$ cat src/rtl/layer_mac_sequencer_pkg.sv
// Shared types and constants for the fully-connected layer MAC sequencer.
package layer_mac_sequencer_pkg;

  localparam int unsigned DataWidth = 8;
  localparam int unsigned MemDepth  = 256;

  typedef enum logic [2:0] {
    StIdle  = 3'd0,
    StRun   = 3'd1,
    StDrain = 3'd2,
    StWrite = 3'd3,
    StDone  = 3'd4
  } state_e;

  // Wide enough for N_IN full-scale signed products plus a guard bit.
  function automatic int unsigned acc_width(int unsigned data_w, int unsigned n_in);
    return 2 * data_w + $clog2(n_in) + 1;
  endfunction

endpackage

$ cat src/rtl/layer_mac_sequencer_mac.sv
// Signed multiply-accumulate with clear, arithmetic right shift and saturation to DATA_W.
module layer_mac_sequencer_mac
  import layer_mac_sequencer_pkg::*;
#(
  parameter int unsigned DATA_W = DataWidth,
  parameter int unsigned N_IN   = 4,
  parameter int unsigned SHIFT  = 0
) (
  input  logic              clk_i,
  input  logic              rst_ni,
  input  logic              acc_en_i,
  input  logic              clr_i,
  input  logic [DATA_W-1:0] a_i,
  input  logic [DATA_W-1:0] b_i,
  output logic [DATA_W-1:0] res_o
);

  localparam int unsigned AccW = acc_width(DATA_W, N_IN);
  localparam int unsigned ProdW = 2 * DATA_W;
  localparam logic signed [AccW-1:0] SatMax = {{(AccW-DATA_W+1){1'b0}}, {(DATA_W-1){1'b1}}};
  localparam logic signed [AccW-1:0] SatMin = {{(AccW-DATA_W+1){1'b1}}, {(DATA_W-1){1'b0}}};

  logic signed [ProdW-1:0] a_s, b_s, prod;
  logic signed [AccW-1:0]  acc_q, acc_d, shifted;

  always_comb begin
    a_s  = {{DATA_W{a_i[DATA_W-1]}}, a_i};
    b_s  = {{DATA_W{b_i[DATA_W-1]}}, b_i};
    prod = a_s * b_s;
    acc_d = acc_q;
    if (clr_i) begin
      acc_d = '0;
    end else if (acc_en_i) begin
      acc_d = acc_q + {{(AccW-ProdW){prod[ProdW-1]}}, prod};
    end
  end

  always_comb begin
    shifted = acc_q >>> SHIFT;
    if (shifted > SatMax) begin
      res_o = SatMax[DATA_W-1:0];
    end else if (shifted < SatMin) begin
      res_o = SatMin[DATA_W-1:0];
    end else begin
      res_o = shifted[DATA_W-1:0];
    end
  end

  always_ff @(posedge clk_i) begin
    if (!rst_ni) begin
      acc_q <= '0;
    end else begin
      acc_q <= acc_d;
    end
  end

endmodule

$ cat src/rtl/layer_mac_sequencer.sv
// Sequences one fully-connected layer: streams inputs/weights from a dual-port ROM,
// accumulates each neuron's dot product and writes the saturated result to RAM.
module layer_mac_sequencer
  import layer_mac_sequencer_pkg::*;
#(
  parameter int unsigned DATA_W   = DataWidth,
  parameter int unsigned ADDR_W   = $clog2(MemDepth),
  parameter int unsigned N_IN     = 4,
  parameter int unsigned N_OUT    = 4,
  parameter int unsigned IN_BASE  = 0,
  parameter int unsigned W_BASE   = 16,
  parameter int unsigned RAM_BASE = 0,
  parameter int unsigned SHIFT    = 0
) (
  input  logic              clk,
  input  logic              reset,
  input  logic              enable,
  input  logic              start,
  input  logic [DATA_W-1:0] data_1,
  input  logic [DATA_W-1:0] data_2,
  output logic [ADDR_W-1:0] rom_addr_1,
  output logic [ADDR_W-1:0] rom_addr_2,
  output logic              ram_we,
  output logic [ADDR_W-1:0] ram_addr,
  output logic [DATA_W-1:0] ram_data,
  output logic              busy,
  output logic              done
);

  localparam int unsigned IW = (N_IN > 1) ? $clog2(N_IN) : 1;
  localparam int unsigned JW = (N_OUT > 1) ? $clog2(N_OUT) : 1;
  localparam logic [IW-1:0] ILast = IW'(N_IN - 1);
  localparam logic [JW-1:0] JLast = JW'(N_OUT - 1);
  localparam logic [ADDR_W-1:0] InBaseA  = ADDR_W'(IN_BASE);
  localparam logic [ADDR_W-1:0] WBaseA   = ADDR_W'(W_BASE);
  localparam logic [ADDR_W-1:0] RamBaseA = ADDR_W'(RAM_BASE);
  localparam logic [ADDR_W-1:0] NInA     = ADDR_W'(N_IN);

  state_e            state_q, state_d;
  logic [IW-1:0]     i_q, i_d;
  logic [JW-1:0]     j_q, j_d;
  logic              rd_vld_q, rd_vld_d;
  logic [ADDR_W-1:0] addr1_q, addr1_d, addr2_q, addr2_d;
  logic [ADDR_W-1:0] run_a1, run_a2, ram_a;
  logic              clr;
  logic [DATA_W-1:0] sat;

  // Address arithmetic deliberately wraps at ADDR_W bits.
  always_comb begin
    run_a1 = InBaseA + ADDR_W'(i_q);
    run_a2 = WBaseA + ADDR_W'(j_q) * NInA + ADDR_W'(i_q);
    ram_a  = RamBaseA + ADDR_W'(j_q);
  end

  always_comb begin
    state_d  = state_q;
    i_d      = i_q;
    j_d      = j_q;
    rd_vld_d = rd_vld_q;
    addr1_d  = addr1_q;
    addr2_d  = addr2_q;
    clr      = 1'b0;
    if (enable) begin
      rd_vld_d = (state_q == StRun);
      case (state_q)
        StIdle: begin
          if (start) begin
            state_d = StRun;
            i_d     = '0;
            j_d     = '0;
            clr     = 1'b1;
          end
        end
        StRun: begin
          // Remember the last issued addresses so they hold through DRAIN and stalls.
          addr1_d = run_a1;
          addr2_d = run_a2;
          if (i_q == ILast) begin
            state_d = StDrain;
            i_d     = '0;
          end else begin
            i_d = i_q + IW'(1);
          end
        end
        StDrain: state_d = StWrite;
        StWrite: begin
          clr = 1'b1;
          if (j_q == JLast) begin
            state_d = StDone;
          end else begin
            j_d     = j_q + JW'(1);
            state_d = StRun;
          end
        end
        StDone:  state_d = StIdle;
        default: state_d = StIdle;
      endcase
    end
  end

  always_ff @(posedge clk) begin
    if (!reset) begin
      state_q  <= StIdle;
      i_q      <= '0;
      j_q      <= '0;
      rd_vld_q <= 1'b0;
      addr1_q  <= '0;
      addr2_q  <= '0;
    end else begin
      state_q  <= state_d;
      i_q      <= i_d;
      j_q      <= j_d;
      rd_vld_q <= rd_vld_d;
      addr1_q  <= addr1_d;
      addr2_q  <= addr2_d;
    end
  end

  layer_mac_sequencer_mac #(
    .DATA_W(DATA_W),
    .N_IN  (N_IN),
    .SHIFT (SHIFT)
  ) u_mac (
    .clk_i   (clk),
    .rst_ni  (reset),
    .acc_en_i(rd_vld_q & enable),
    .clr_i   (clr),
    .a_i     (data_1),
    .b_i     (data_2),
    .res_o   (sat)
  );

  always_comb begin
    busy       = (state_q != StIdle);
    done       = (state_q == StDone) && enable;
    ram_we     = (state_q == StWrite) && enable;
    ram_addr   = (state_q == StWrite) ? ram_a : '0;
    ram_data   = (state_q == StWrite) ? sat : '0;
    rom_addr_1 = (state_q == StRun) ? run_a1 : addr1_q;
    rom_addr_2 = (state_q == StRun) ? run_a2 : addr2_q;
  end

endmodule

$ cat config.mk
export PLATFORM = sky130hd
export DESIGN_NAME = layer_mac_sequencer
export DESIGN_NICKNAME = d
export VERILOG_FILES = /design/src/rtl/layer_mac_sequencer_pkg.sv /design/src/rtl/layer_mac_sequencer_mac.sv /design/src/rtl/layer_mac_sequencer.sv
export SDC_FILE = /design/constraint.sdc
export NUM_CORES = 1
export LEC_CHECK = 0
export BUFFER_PORTS_ARGS = -buffer_cell sky130_fd_sc_hd__buf_2
export CAP_MARGIN = 20
export CORE_UTILIZATION = 40
export DETAILED_ROUTE_END_ITERATION = 10
export PLACE_DENSITY_LB_ADDON = 0.05
export SLEW_MARGIN = 20
export SYNTH_ARGS = -nofsm -noshare
export SYNTH_HDL_FRONTEND = slang
export SYNTH_SLANG_ARGS = --single-unit
$ cat constraint.sdc
create_clock -name clk -period 9.3 [get_ports clk]
set_clock_uncertainty 0.2 [all_clocks]
set_input_delay 0 -clock clk [delete_from_list [all_inputs] [get_ports clk]]
set_output_delay 0 -clock clk [all_outputs]
set_load 0.01 [all_outputs]
==> metrics <==
H-tree depth 2; Placed Area about 5600 um^2; layout cells sized above 1 ~9%; top-level I/O count 55; maximum clock path buffer count 2; PwrDens 258 nW/um^2; Via Count 4139; IO buf count between 40 and 50; first-pass GRT wire length around 19 mm; pins over their slew limit 0; final setup violation count 0; postcts setup bufs 0; Synth Register Bits 43; largest net degree at the start of global routing 26; fin crit share between 60% and 70%; Die X 116 um; overall power approximately 1.5 mW; final setup TNS 0 ps; initial antenna violation count 0; share of the yosys chip area belonging to registers about 17%; Yosys Warn Count 0; met1 Track Usage GR around a quarter; status complete, no violations; Synth area leaders fa_1 (22%), dfxtp_1 (17%), ha_1 (12%); CTS root buf clkbuf_16; Detailed Place HPWL between 9 and 10 mm; sw frac 47.8%; drt drc 0; total internal power 772 uW; CP Class in2reg; Total Wirelength approximately 11 mm; CTS tree done; ys async rst share 0%; Period minus WS final roughly 5800 ps; area of the mapped netlist ~5200 um^2; Hold/Removal Path Class in2reg; Ant. Diodes 0; met3 usage 2.04%; post-route cell area approximately 5700 um^2; VDD IR max 0.000247 V; GRT Total Usage ~18%; fin util 45.4%; gr ovfl total 0; Critical Path AT roughly 5800 ps; DIE AREA ~13000 um^2; fin nets roughly 800; Hold-fix buffers, CTS 4; unrepaired setup endpoints after global routing no; Cell variety after synth 50; Worst EP required a little over 9000 ps; Clk network pwr share 11.3%; Worst Max-Slew Pin Slew 699 ps; gpl congestion 0.804; most common cell in the netlist inv_1; post-route ant nets 0; post-synthesis instance total 622; CTS Sinks 43; Psw 706 uW; CP Capture Type flip-flop; Initial Utilization about two fifths; share of the synthesized area in the top cell type 21.7%; wire per inst 13.0 um; most used routing layer met2; Synth top cells by count inv_1 (92), nand2_1 (78), and2_1 (63); startpoint types primary input; PostCTS Resize Cnt 0; Chip Height about 120 um; Yosys top cell by area fa_1; number of max-cap violations 0; number of placement rows ~40; Gate power share between 70% and 80%; DRT Pass-1 Iters 4; Slew headroom a little over half; Core ar. about 13000 um^2; Iter 0 DRT Violations 218; vias in the first global route 4004; clock slew at reported path FFs ~60 ps; GRT met2 Usage about 29%; Mapped Avg Cell Area approximately 8.3 um^2; sequential share of power between 10% and 20%; Max Fanout on Critical Path 8; final hold violation count 0; vias per std cell between 4 and 5; number of synthesized flops with an enable pin 0; Worst-Skew Late Latency 280 ps; Layout area overhead 10.8%; Fmax 0.174 GHz; TritonCTS Buffers 5; Synth Flop Type dfxtp_1; static leakage between 2 and 3 nW
-- worst paths after layout --
path / startpoint / endpoint / depth (start not counted) / slack (ps)
setup / recovery: data_2[3] / u_mac.acc_q[18] / 24 / 3550
hold / removal: data_1[0] / u_mac.acc_q[0] / 5 / 150
setup reg to reg: u_mac.acc_q[1] / u_mac.acc_q[15] / 9 / 6470
hold reg to reg: addr1_q[1] / addr1_q[1] / 2 / 260
-- per-layer routing --
layer	part of all wire, %	routed length [um]
met5	0	0
met4	0.57	62
met3	1.3	144
met2	49	5340
met1	49	5390
-- flip-flops by register name, indices dropped and copies added (netlist names) --
name and cells:
rd_vld_q 1, j_q 2, state_q 3, u_mac.acc_q 19, i_q 2, addr1_q 8, addr2_q 8
-- power groups by stage --
stage	Sequential [mW]	Combinational, mW	Clock [mW]
after floorplan	0.198	0.915	0
after detailed placement	0.201	1.13	0
after global placement	0.201	1.11	0
after global routing	0.198	1.28	0.181
final	0.197	1.11	0.167
after CTS	0.197	1.13	0.173
-- cells by family (layout without fill, tap and decap cells) --
group           after synthesis  in the layout  synth area share [%]
simple gates                223            223                  21.9
buf+inv                     111            153                  8.64
fa+ha+maj                   106            106                  33.8
compound gates              105            105                  13.3
flops                        43             43                  16.7
xor+xnor                     31             31                  5.25
mux                           2              2                 0.436
other cells                   1              6                0.0725
-- critical path, cell delays in order --
cell      delay [ps]
buf_2            150
and2_1           210
fa_1             630
inv_1            160
fa_1             550
inv_1             60
fa_1             530
inv_1             50
fa_1             520
inv_1             40
ha_1             350
a21oi_1          200
nand2_1           70
a21o_1           200
o21a_1           190
o211ai_2         310
ha_1             310
a21oi_1          200
nor2_1            60
a211oi_1         240
o31ai_1          130
xnor2_1          150
or3_1            310
a21oi_1          130
-- area by class of cell --
cell class                 count  area, um^2
clock buffer                   7         133
clock inverter                 1        5.00
fill                        1345        6890
inverter                      92         345
multi-input combinational    473        3880
sequential                    43         861
tap                          172         215
timing repair buffer          53         288
-- per-stage QoR --
stage	setup WS [ps]	std cells	hold WS (ps)
after detailed placement	3280	829	217
after global placement	3420	829	237
after floorplan	3860	627	-47.5
final	3550	841	148
after global routing	3130	841	234
after CTS	3560	841	171
-- cell usage in the layout (no fill, tap or decap), types with 2 or more instances in the layout --
master	n
nand2b_1	5
o31ai_1	2
fa_1	56
nand3_1	5
nor4_1	2
o21a_1	6
o21bai_1	2
nor3_1	3
clkbuf_16	5
a21boi_0	10
o211ai_1	3
dfxtp_1	43
nand2_1	78
and2_1	63
xor2_1	9
a211oi_1	4
clkbuf_1	2
nor2b_1	10
nand4_1	4
ha_1	50
mux2_2	2
xnor2_1	22
or3_1	5
dlygate4sd3_1	4
buf_2	48
nor2_1	28
or2_2	3
conb_1	6
a22oi_1	2
o21ai_0	9
o21ai_1	4
a21o_1	12
and3_1	12
a21oi_1	36
a22o_1	4
inv_1	92
(Power assumes the default switching activity.)
